**src/rtl/block_sf_param_pipe.sv**
```systemverilog
// block_sf_param_pipe: 3-stage (L+R)*Ks and (L-R)*Kd scaler with selectable rounding,
// saturation to W bits and a saturating clip-event counter.
module block_sf_param_pipe #(
  parameter int W  = 18,
  parameter int KW = 4,
  parameter int CW = 16
) (
  input  logic                clock,
  input  logic                reset,
  input  logic signed [W-1:0] LEFT,
  input  logic signed [W-1:0] RIGHT,
  input  logic [KW-1:0]       Ks,
  input  logic [KW-1:0]       Kd,
  input  logic [1:0]          round_mode,
  input  logic                in_valid,
  output logic                in_ready,
  input  logic                out_ready,
  output logic signed [W-1:0] LI_in_LpR,
  output logic signed [W-1:0] LI_in_LmR,
  output logic                out_valid,
  output logic                sat_LpR,
  output logic                sat_LmR,
  input  logic                clear_stats,
  output logic [CW-1:0]       sat_count
);
  localparam int PW = W + KW + 2;
  localparam logic signed [PW-1:0] HALF = PW'(1) << (KW - 1);
  localparam logic signed [PW-1:0] MAXV = {{(KW + 3){1'b0}}, {(W - 1){1'b1}}};
  localparam logic signed [PW-1:0] MINV = ~MAXV;
  logic                 en;
  logic                 v1_q, v2_q, v3_q;
  logic signed [W:0]    sum_q, dif_q, sum_d, dif_d;
  logic [KW-1:0]        ks_q, kd_q;
  logic [1:0]           rm1_q, rm2_q;
  logic signed [PW-1:0] ps_q, pd_q, ps_d, pd_d, rs, rd;
  logic signed [W-1:0]  lpr_d, lmr_d;
  logic                 slp_d, slm_d;
  logic [CW-1:0]        cnt_d;

  // Convergent skips the bump only on an exact half with an even kept LSB.
  function automatic logic signed [PW-1:0] rnd(input logic signed [PW-1:0] p, input logic [1:0] m);
    logic up;
    up = m != 2'b00 && !(m == 2'b10 && p[KW-1:0] == HALF[KW-1:0] && !p[KW]);
    return $signed(p + (up ? HALF : '0)) >>> KW;
  endfunction

  assign en        = !v3_q || out_ready;
  assign in_ready  = en;
  assign out_valid = v3_q;
  assign sum_d     = (W + 1)'(LEFT) + (W + 1)'(RIGHT);
  assign dif_d     = (W + 1)'(LEFT) - (W + 1)'(RIGHT);
  assign ps_d      = PW'(sum_q) * PW'($signed({1'b0, ks_q}));
  assign pd_d      = PW'(dif_q) * PW'($signed({1'b0, kd_q}));
  assign rs        = rnd(ps_q, rm2_q);
  assign rd        = rnd(pd_q, rm2_q);
  assign slp_d     = rs > MAXV || rs < MINV;
  assign slm_d     = rd > MAXV || rd < MINV;
  assign lpr_d     = rs > MAXV ? MAXV[W-1:0] : rs < MINV ? MINV[W-1:0] : rs[W-1:0];
  assign lmr_d     = rd > MAXV ? MAXV[W-1:0] : rd < MINV ? MINV[W-1:0] : rd[W-1:0];
  assign cnt_d     = clear_stats ? '0 :
                     (v3_q && out_ready && (sat_LpR || sat_LmR) && !(&sat_count)) ? sat_count + 1'b1 : sat_count;

  always_ff @(posedge clock or negedge reset)
    if (!reset) begin
      {v1_q, v2_q, v3_q} <= '0;
      {sum_q, dif_q}     <= '0;
      {ks_q, kd_q}       <= '0;
      {rm1_q, rm2_q}     <= '0;
      {ps_q, pd_q}       <= '0;
      LI_in_LpR          <= '0;
      LI_in_LmR          <= '0;
      sat_LpR            <= 1'b0;
      sat_LmR            <= 1'b0;
    end else if (en) begin
      v1_q      <= in_valid;
      sum_q     <= sum_d;
      dif_q     <= dif_d;
      ks_q      <= Ks;
      kd_q      <= Kd;
      rm1_q     <= round_mode;
      v2_q      <= v1_q;
      ps_q      <= ps_d;
      pd_q      <= pd_d;
      rm2_q     <= rm1_q;
      v3_q      <= v2_q;
      LI_in_LpR <= lpr_d;
      LI_in_LmR <= lmr_d;
      sat_LpR   <= v2_q && slp_d;
      sat_LmR   <= v2_q && slm_d;
    end

  always_ff @(posedge clock or negedge reset)
    if (!reset) sat_count <= '0;
    else sat_count <= cnt_d;
endmodule

```
**config.mk**
```make
export PLATFORM = sky130hd
export DESIGN_NAME = block_sf_param_pipe
export DESIGN_NICKNAME = d
export VERILOG_FILES = /design/src/rtl/block_sf_param_pipe.sv
export SDC_FILE = /design/constraint.sdc
export NUM_CORES = 1
export LEC_CHECK = 0
export BUFFER_PORTS_ARGS = -buffer_cell sky130_fd_sc_hd__buf_2
export CORE_MARGIN = 2
export CORE_UTILIZATION = 56
export DETAILED_ROUTE_END_ITERATION = 7
export GPL_TIMING_DRIVEN = 0
export HOLD_SLACK_MARGIN = 0.12
export PLACE_DENSITY = 0.78
export SETUP_SLACK_MARGIN = 0.02
export SLEW_MARGIN = 20
export SYNTH_ARGS = -nofsm -noshare
export SYNTH_HDL_FRONTEND = slang
export SYNTH_SLANG_ARGS = --single-unit
```
**constraint.sdc**
```tcl
create_clock -name clock -period 4.2 [get_ports clock]
set_clock_uncertainty 0.1 [all_clocks]
set_input_delay 0.42 -clock clock [delete_from_list [all_inputs] [get_ports clock]]
set_output_delay 0.42 -clock clock [all_outputs]
set_load 0.05 [all_outputs]
```
Word-level counts from Yosys, hierarchy flattened
Index checks and enable logic that the tools add are counted.
- multipliers: 2
- bitwise logic cells: 0
- divide/modulo/power cells: 0
- eq/ne operators: 3
- shift operators: 0
- add/subtract/negate cells: 5
- reduce and logical (&&, ||, !) cells: 24
- magnitude comparators: 4
- mux-type cells: 8
- operators by type and width (kind ; number):
    $mux 18 ; 4
    $add 24x4->24 ; 2
    $mul 19x5->24 ; 2
    $gt 20x18->1 const B ; 2
    $lt 20x18->1 const B ; 2
    $mux 16 ; 2
    $add 18x18->19 ; 1
    $sub 18x18->19 ; 1
    $add 16x1->16 const B ; 1
    $reduce_and 16->1 ; 1
    $logic_and 1x1->1 ; 11
    $eq 4x4->1 const B ; 2
    $mux 4 ; 2
    $logic_not 1->1 ; 6
    $logic_or 1x1->1 ; 4
    $reduce_bool 2->1 ; 2
    $eq 2x2->1 const B ; 1
- bits in writable memories: 0
- output and inout port bits: 56
- memories kept: 0
- ROM bits: 0
- bits in latches: 0
- bits of input ports: 51
- register bits: 155
- word-level logic and storage cells: 62

Logic depth before layout (Yosys ltp)
Gate-level depths: netlist of the first run.
- word-level depth: 10
- depth in mapped cells: 17
- gate-level depth less buffers: 15

Worst setup path before layout of the first run
No wires, ideal clock.
- kind: register to register
- from: register kd_q[2]
- to: register pd_q[19]
- arrival: 3.956 ns
- path buffers: 1
- path slack: 0.014 ns
- setup time: 0.130 ns
- stages on the path, launching flop included: 16
- path through: dfrtp_1 > clkbuf_1 > and2_1 > ha_1 > fa_1 > inv_1 > fa_1 > inv_1 > ha_1 > o21a_1 > a2111oi_4 > nor3_2 > a2111o_1 > a31oi_1 > xor2_1 > o21ai_1
- word-level cells in the longest chain between the ends: 1
- RTL lines (what ; line ; source):
    from (decl) ; 33 ; logic [KW-1:0] ks_q, kd_q;
    from (signal assigned) ; 79 ; kd_q <= Kd;
    $mul 19x5->24 ; 53 ; assign pd_d = PW'(dif_q) * PW'($signed({1'b0, kd_q}));
    to (signal assigned) ; 83 ; pd_q <= pd_d;
    to (decl) ; 35 ; logic signed [PW-1:0] ps_q, pd_q, ps_d, pd_d, rs, rd;
Every way passes these cells.
A chain may end at the register's enable or synchronous reset.

Worst setup path after layout of the first run
- from: register ks_q[3]
- to: register ps_q[23]
- word-level cells in the longest chain between the ends: 1
- RTL lines (what ; line ; source):
    from (decl) ; 33 ;
    from (signal assigned) ; 78 ; ks_q <= Ks;
    $mul 19x5->24 ; 52 ; assign ps_d = PW'(sum_q) * PW'($signed({1'b0, ks_q}));
    to (signal assigned) ; 82 ; ps_q <= ps_d;
    to (decl) ; 35 ;
Every way passes these cells.

==> flow_summary.yaml, run 1 <==
clock_tree:
  htreeDepth: 4
  cts_tree: "yes"
  numCtsBuffers: 17
  clock_path_buffers: 2
  root_buffer: "clkbuf_16"
  clk_latency_ns: 0.44
  cts.clk_slew.worst_paths_ns: 0.08
  cts_sinks: 154
yosys:
  ys_types: 75
  synth_edf_count: 0
  synth-seq-cells: 154
  synth_top_family_by_area: "adder cells"
  synth_nets: 1878
  synth_compound_area_frac: 0.153
  synth_xor_area_frac: 0.0713
  syn_inst: 1616
  yosys-top-cells-count: "189 x nand2_1, 181 x inv_1, 154 x dfrtp_1"
  synth.area.top_cells: "dfrtp_1 28%, ha_1 12%, fa_1 11%"
  synth_area_um2: 14000
  syn_area_per_cell_um2: 8.66
  synthMostInstantiatedCell: "nand2_1"
  synth_async_sr_flop_share: 1.00
  synth_ff_type: "dfrtp_1"
  yosys.area.top_type: "dfrtp_1"
  synth_mux_area_frac: 0.00143
  yosysWarnings: 0
  synth_adder_area_share: 0.232
  synth_top_area_share: 0.275
  yosysSeqAreaShare: 0.275
  yosys.area_share.simple: 0.198
status:
  violations: "setup timing"
  outcome: "complete, but fails checks"
floorplan:
  coreArea_um2: 24500
  ios: 107
  start_util: 0.572
  die-area_um2: 26300
  die_h_um: 162
  fp.dieW_um: 162
  row_count: 57
placed_design:
  place_hpwl_mm: 27.3
  routabilityCongestion: 0.949
  port_buffers: 106
worst_setup_path:
  crit_required_ns: 4.42
  reg2reg_slack_ns: -0.05
  cpPeakStageDelay_ns: 0.55
  path_cells: "buf_4 -> and2_1 -> ha_1 -> fa_1 -> inv_1 -> fa_1 -> inv_1 -> ha_2 -> a21o_1 -> a21oi_2 -> o21ai_1 -> o2111ai_2 -> a41oi_2 -> nor4_2 -> nor3b_2"
  r2r_end: "ps_q[23]"
  r2r_start: "ks_q[3]"
  r2r_cells: 15
  end_kind: "register"
  critPathKind: "reg -> reg"
  critPathArrivalTime_ns: 4.47
  path_max_fanout: 10
  slowest_stage: "fa_1"
  start_kind: "register"
routing:
  drt_pre_antenna_iters: 8
  postRouteAntennaNets: 0
  wire_per_inst_um: 17.9
  vias: 12100
  drt_iter0_markers: 937
  routed_wl_mm: 37.7
  vias_per_cell: 5.74
  drc: 0
timing:
  fmax_mhz: 235
  slew_violations: 0
  setup_slack_ns: -0.0495
  worstMarginPinSlew_ns: 0.977
  fin_crit_ns: 4.25
  rsz0062_at_grt: "true"
  setup_viol: 2
  slew_headroom: 0.349
  fin_crit_sh: 1.01
  hold_viol: 0
worst_hold_path:
  hold_path_depth: 2
  hold_path.class: "in -> reg"
  hold_end: "sat_count[9]"
  min-delay-start: "clear_stats"
grt:
  antenna_found_initial: 0
  grt_pass1_wl_mm: 58.9
  overflow: 0
  grt_max_degree: 83
  first_global_vias: 11600
  grt_usage: 0.280
power_and_ir_drop:
  power_density_nw_per_um2: 916
  ir_worst_vdd_v: 0.000415
  leakage_uw: 0.00774
  power_uw: 15100
layout:
  utilization: 0.672
  syn_to_final_growth_pct: 17.5
  drive_gt1_frac: 0.155
  antenna_cells: 0
  final_net_count: 2032
job:
  maxCapViolations: 0
## worst max-delay path: cells and delay by family, from the launching register on
family,cells,cell delay [ns]
flops,1,0.43
compound gates,5,1.02
buf+inv,3,0.31
fa+ha+maj,4,1.72
simple gates,3,0.54
## report_power, final
group | internal, µW | total, µW | switching [µW]
clock network | 911 | 1650 | 739
registers | 2130 | 2770 | 638
logic | 4500 | 10600 | 6150
total | 7540 | 15100 | 7520
## per-stage QoR
stage	setup TNS (ns)	instances	setup slack, ns	hold WS [ns]	cell area [µm²]
global placement	-2.46	2046	-0.324	0.341	14900
detailed placement	-3.13	2047	-0.402	0.321	15000
CTS	0	2096	0.00838	0.126	16000
floorplan	0	1616	0.0294	0.0244	14000
finish	-0.0721	2107	-0.0495	0.129	16400
global route	-0.717	2107	-0.191	0.135	16400
## logic make-up (layout without fill, tap and decap cells)
kind of cell             count (synthesis)  count (layout)
AO/OA/AOI/OAI                          320             320
buffers and inverters                  246             413
flip-flops                             154             154
multiplexers                             2               2
XOR/XNOR                               114             114
AND/OR/NAND/NOR                        569             569
adder cells (fa/ha/maj)                211             211
## routing by layer
layer | track usage | vias up | share of wire
met5 | 0 | - | 0
met4 | 0.0917 | 0 | 0.031
met3 | 0.0429 | 82 | 0.073
met2 | 0.458 | 546 | 0.47
met1 | 0.382 | 5785 | 0.43
li1 | - | 5683 | -
## sequential cells by signal, indices dropped and copies added, names as in the netlist
name,cells
v1_q,1
v2_q,1
out_valid,1
rm1_q,2
LI_in_LpR,18
kd_q,4
rm2_q,2
ps_q,24
pd_q,24
sat_LmR,1
sum_q,19
sat_count,16
LI_in_LmR,18
dif_q,18
sat_LpR,1
ks_q,4
## layout make-up
type                       count  area (µm²)
inverter                     182         683
sequential                   154        3850
timing repair buffer         136         811
tap                          324         405
buffer                        63         334
clock inverter                15         196
fill                        1908        8010
multi-input combinational   1216        9740
clock buffer                  17         425
## layout by cell type (no fill, tap or decap), types with 52 or more instances in the layout
cell,instances
a21oi_1,87
and2_1,127
buf_2,113
dfrtp_1,154
fa_1,79
ha_1,104
inv_1,176
nand2_1,189
nor2_1,125
xnor2_1,61
xor2_1,52
## worst max-delay path by stage
stage               startpoint  endpoint  slack, ns
finish                 ks_q[3]  ps_q[23]      -0.05
global route           ks_q[3]  ps_q[23]      -0.19
CTS                    ks_q[2]  ps_q[23]      0.008
detailed placement     ks_q[3]  ps_q[23]      -0.40
global placement       ks_q[2]  ps_q[23]      -0.32
floorplan              kd_q[2]  pd_q[19]       0.03
## timing repair
item / 4_1_cts / 5_1_grt
cloned: 0 / 1
gates resized for setup: 59 / 64
buffers inserted: 7 / 10
endpoints found under the setup margin: 18 / 18
endpoints found under the hold margin: 82 / 0
pin swaps: 17 / 40
hold buffers: 11 / 0
Note: power is estimated with default switching activity, not from simulation.
==> run 2, diff against run 1 <==
Settings changed: CAP_MARGIN set to 20, CORE_ASPECT_RATIO set to 1.4.
==> flow_summary.yaml, run 2 (same netlist as run 1, synthesis figures left out) <==
routing:
  drc: 0
  postRouteAntennaNets: 0
  vias: 12000
  routed_wl_mm: 38.1
  drt_iter0_markers: 852
  wire_per_inst_um: 18.1
  vias_per_cell: 5.73
  drt_pre_antenna_iters: 6
worst_setup_path:
  critical_path.top_delay_family: "compound AO/OA/AOI/OAI gates"
  crit_buf_inv: 3
  path_cells: "buf_8 -> and2_4 -> ha_4 -> inv_2 -> fa_1 -> fa_1 -> inv_2 -> ha_4 -> a211oi_4 -> o21ai_2 -> a2111oi_4 -> nor3_4 -> a2111o_1 -> a31oi_2 -> xor2_1 -> o21ai_1"
  end_kind: "register"
  slowest_stage: "fa_1"
  cpPeakStageDelay_ns: 0.51
  startpoint: "kd_q[3]"
  crit_end: "pd_q[19]"
  start_kind: "register"
  r2r_end: "pd_q[19]"
  r2r_start: "kd_q[3]"
  crit_required_ns: 4.40
  r2r_cells: 16
  critPathArrivalTime_ns: 4.49
  critPathKind: "reg -> reg"
  cp.depth: 16
  reg2reg_slack_ns: -0.09
  path_max_fanout: 5
power_and_ir_drop:
  ir_worst_vdd_v: 0.000534
  power_frac_comb: 0.711
  power_density_nw_per_um2: 910
  p_sw_uw: 7460
  swShare: 0.496
  clock_power_share: 0.106
  p_int_uw: 7590
  leakage_uw: 0.00776
  seqPwrFrac: 0.183
floorplan:
  coreArea_um2: 24600
  row_count: 68
  start_util: 0.569
  die-area_um2: 26300
  fp.dieW_um: 138
  die_h_um: 191
  ios: 107
status:
  violations: "setup timing"
  outcome: "complete, but fails checks"
layout:
  drive_gt1_frac: 0.168
  syn_to_final_growth_pct: 18.1
  mostFrequentLayoutCell: "nand2_1"
  utilization: 0.672
  final_net_count: 2038
  antenna_cells: 0
  reg_top3: "pd_q: 24 flops, ps_q: 24 flops, sum_q: 19 flops"
  fillerInstances: 1900
  layout_common_cells: "189 x nand2_1, 172 x inv_1, 153 x dfrtp_1, 126 x nor2_1, 123 x and2_1"
placed_design:
  place_hpwl_mm: 27.9
  routabilityCongestion: 0.935
  port_buffers: 106
  dpl_worst_slack_ns: -0.371
timing:
  slew_headroom: 0.351
  worstMarginPinSlew_ns: 0.974
  fmax_mhz: 233
  fin_crit_sh: 1.02
  fin_crit_ns: 4.29
  setup_slack_ns: -0.0908
  hold_viol: 0
  rsz0062_at_grt: "true"
  slew_violations: 0
  setup_viol: 1
clock_tree:
  cts_sinks: 154
  cts.clk_slew.worst_paths_ns: 0.06
  root_buffer: "clkbuf_16"
  cts_tree: "yes"
  htreeDepth: 4
  clk_latency_ns: 0.44
  numCtsBuffers: 17
  clock_path_buffers: 2
job:
  maxCapViolations: 0
grt:
  antenna_found_initial: 0
  first_global_vias: 12000
  grt_max_degree: 105
  overflow: 0
  grt_pass1_wl_mm: 59.0
  grt_usage: 0.288
worst_hold_path:
  hold_path.class: "in -> reg"
-- run 2: metrics by stage --
step                      area (µm²)  hold WS (ns)  setup TNS [ns]  power (µW)  instances
after floorplan                14000        0.0244               0        9500       1616
after global placement         14900         0.341           -2.32       11100       2037
after detailed placement       15000         0.256           -2.67       11500       2038
after CTS                      16000         0.137         -0.0567       13700       2086
after global routing           16500         0.131          -0.532       16200       2101
final                          16500         0.136         -0.0908       15000       2101
-- run 2: cell type report --
| class | instances | area [µm²] | area share |
|---|---|---|---|
| Buffer | 63 | 342 | 0.0207 |
| Clock buffer | 18 | 439 | 0.0266 |
| Inverter | 182 | 683 | 0.0413 |
| Sequential cell | 154 | 3850 | 0.233 |
| Tap cell | 315 | 394 | 0.0239 |
| Multi-Input combinational cell | 1216 | 9800 | 0.593 |
| Clock inverter | 11 | 146 | 0.00886 |
| Timing Repair Buffer | 142 | 862 | 0.0522 |
-- run 2: timing repair --
item | in CTS | in global routing
pin swaps | 19 | 59
endpoints found under the hold margin | 63 | 0
hold buffers | 12 | 0
setup endpoints to repair | 16 | 16
gates resized for setup | 58 | 88
cloned | 1 | 1
setup buffers | 7 | 14
-- run 2: power by group through the flow --
stage               clock network [µW]  logic (µW)  registers, µW
finish                            1590       10700           2750
global route                      1660       11700           2840
CTS                               1590        9400           2720
detailed placement                   0        8720           2740
global placement                     0        8440           2710
floorplan                            0        6260           3240
-- run 2: worst min-delay path by stage --
stage / end / depth (start not counted) / start
floorplan: LI_in_LmR[0] / 0 / reset
global placement: v2_q / 2 / v2_q
detailed placement: LI_in_LmR[11] / 1 / reset
CTS: ks_q[0] / 3 / Ks[0]
global route: ks_q[0] / 3 / Ks[0]
finish: ks_q[0] / 3 / Ks[0]
-- run 2: worst min-delay path: cells and delay by family --
family	cells	cell delay, ns
simple gates	2	0.13
buf+inv	1	0.09
-- run 2: metal layers --
metal / vias to the layer above / global-route usage / part of all wire
met5: - / 0 / 0
met4: 0 / 0.115 / 0.040
met3: 102 / 0.0533 / 0.051
met2: 435 / 0.518 / 0.51
met1: 5826 / 0.333 / 0.40
li1: 5680 / - / -
==> run 3, diff against run 2 <==
Settings changed: MAX_ROUTING_LAYER set to met4.
==> flow_summary.yaml, run 3 (same netlist as run 1, synthesis figures left out) <==
routing:
  drt_pre_antenna_iters: 5
  drc: 0
  dr_wl_met2_mm: 20.1
  highest_layer: "met4"
  routed_wl_mm: 39.7
  vias_per_cell: 5.79
  postRouteAntennaNets: 0
  vias: 12300
  drt_iter0_markers: 850
  route.layer.met1.wl_mm: 15.5
  wire_per_inst_um: 18.7
  route.met3.wl_mm: 2.10
worst_setup_path:
  path_cells: "clkbuf_8 -> and2_1 -> ha_4 -> ha_1 -> inv_1 -> fa_1 -> inv_2 -> ha_4 -> a211oi_4 -> o21ai_2 -> a2111oi_4 -> nor3_4 -> a2111o_1 -> a31oi_2 -> xor2_1 -> o21ai_1"
  path_max_fanout: 6
  cpPeakStageDelay_ns: 0.55
  crit_required_ns: 4.41
  critPathArrivalTime_ns: 4.54
  cp.depth: 16
  r2r_cells: 16
  reg2reg_slack_ns: -0.13
  crit_buf_inv: 3
  critical_path.top_delay_family: "compound AO/OA/AOI/OAI gates"
  r2r_start: "kd_q[3]"
  cp_common_cell: "ha_4"
  slowest_stage: "fa_1"
  r2r_end: "pd_q[19]"
  end_kind: "register"
  start_kind: "register"
  critPathKind: "reg -> reg"
timing:
  fmax_mhz: 231
  slew_headroom: 0.320
  fin_hold_ws_ns: 0.125
  setup_viol: 2
  worstMarginPinSlew_ns: 1.02
  hold_viol: 0
  fin_crit_sh: 1.03
  tns_ns: -0.154
  rsz0062_at_grt: "true"
  slew_violations: 0
  fin_crit_ns: 4.33
  setup_slack_ns: -0.133
clock_tree:
  htreeDepth: 4
  clock_path_buffers: 2
  numCtsBuffers: 17
  cts.clk_slew.worst_paths_ns: 0.07
  cts_tree: "yes"
  root_buffer: "clkbuf_16"
  cts_sinks: 154
  clk_latency_ns: 0.45
placed_design:
  routabilityCongestion: 0.936
  place_hpwl_mm: 27.9
  placed_area_um2: 15000
  port_buffers: 106
power_and_ir_drop:
  ir_worst_vdd_v: 0.000521
  leakage_uw: 0.00783
  power_density_nw_per_um2: 932
grt:
  grt_pass1_wl_mm: 58.7
  antenna_found_initial: 0
  grt_usage: 0.297
  overflow: 0
  grt_max_degree: 83
  first_global_vias: 12100
layout:
  utilization: 0.683
  layout_common_cells: "188 x nand2_1, 170 x inv_1, 152 x dfrtp_1, 124 x nor2_1, 119 x and2_1"
  postLayoutCellArea_um2: 16800
  final_net_count: 2055
  mostFrequentLayoutCell: "nand2_1"
  syn_to_final_growth_pct: 20.1
  drive_gt1_frac: 0.186
  reg_top3: "pd_q: 24 flops, ps_q: 24 flops, sum_q: 19 flops"
status:
  violations: "setup timing"
  outcome: "complete, but fails checks"
floorplan:
  coreArea_um2: 24600
  start_util: 0.569
  die_h_um: 191
  row_count: 68
  ios: 107
  die-area_um2: 26300
  fp.dieW_um: 138
job:
  maxCapViolations: 0
worst_hold_path:
  min-delay-start: "Ks[0]"
  hold_end: "ks_q[0]"
  hold_path_depth: 3
  hold_path.class: "in -> reg"
run 3: cell types whose count changed in the layout (fill, tap and decap cells not counted), moves of 3 or more:
cell	before	now
buf_4	21	37
ha_1	98	90
ha_4	27	35
and2_1	123	119
and2_4	7	11
a21oi_2	13	10
o21ai_2	8	5
run 3: worst register-to-register path: cells and delay by family, from the launching register on:
| family | cells | cell delay [ns] |
|---|---|---|
| AOI/OAI and AO/OA | 6 | 1.55 |
| xor gates and xnor gates | 1 | 0.20 |
| adders and majority gates | 4 | 1.32 |
| buffers and inverters | 3 | 0.31 |
| DFF | 1 | 0.46 |
| and+or+nand+nor | 2 | 0.28 |
run 3: cell type report:
cell class / instances / area [µm²]
clock inverters: 14 / 139
flip-flops and latches: 154 / 3860
repair buffers: 159 / 987
inverters: 182 / 683
clock buffers: 18 / 429
plain buffers: 63 / 349
diodes: 1 / 2.50
multi-input cells: 1216 / 9970
well taps: 315 / 394
fillers: 1821 / 7780
run 3: worst max-delay path by stage:
| stage | from | endpoint | slack [ns] |
|---|---|---|---|
| final | kd_q[3] | pd_q[19] | -0.13 |
| after detailed placement | kd_q[2] | pd_q[19] | -0.40 |
| after global routing | kd_q[3] | pd_q[19] | -0.24 |
| after global placement | kd_q[2] | pd_q[19] | -0.36 |
| after floorplan | kd_q[2] | pd_q[19] | 0.03 |
| after CTS | kd_q[3] | pd_q[19] | -0.07 |
run 3: routing by layer:
metal | track usage | vias to the layer above
met4 | 0.153 | 0
li1 | - | 5724
met2 | 0.504 | 497
met5 | - | -
met1 | 0.334 | 5933
met3 | 0.0491 | 135
run 3: repair_timing:
action	CTS	global route
hold buffers	12	0
pin swaps	22	61
setup endpoints to repair	17	17
buffers inserted	10	27
endpoints found under the hold margin	84	0
gates cloned	1	2
gates resized for setup	61	110
run 3: report_power, final:
group	total (µW)	internal (µW)	switching [µW]	leakage [µW]
sequential	2760	2130	626	0.00183
combinational	11400	4900	6470	0.00572
clock	1540	831	713	0.000276
run 3: through the flow:
step / cells / power, µW / setup slack (ns)
2_1_floorplan: 1616 / 9500 / 0.0294
3_3_place_gp: 2037 / 11200 / -0.362
3_5_place_dp: 2038 / 11400 / -0.402
4_1_cts: 2092 / 13800 / -0.0718
5_1_grt: 2121 / 16800 / -0.240
6_report: 2122 / 15700 / -0.133
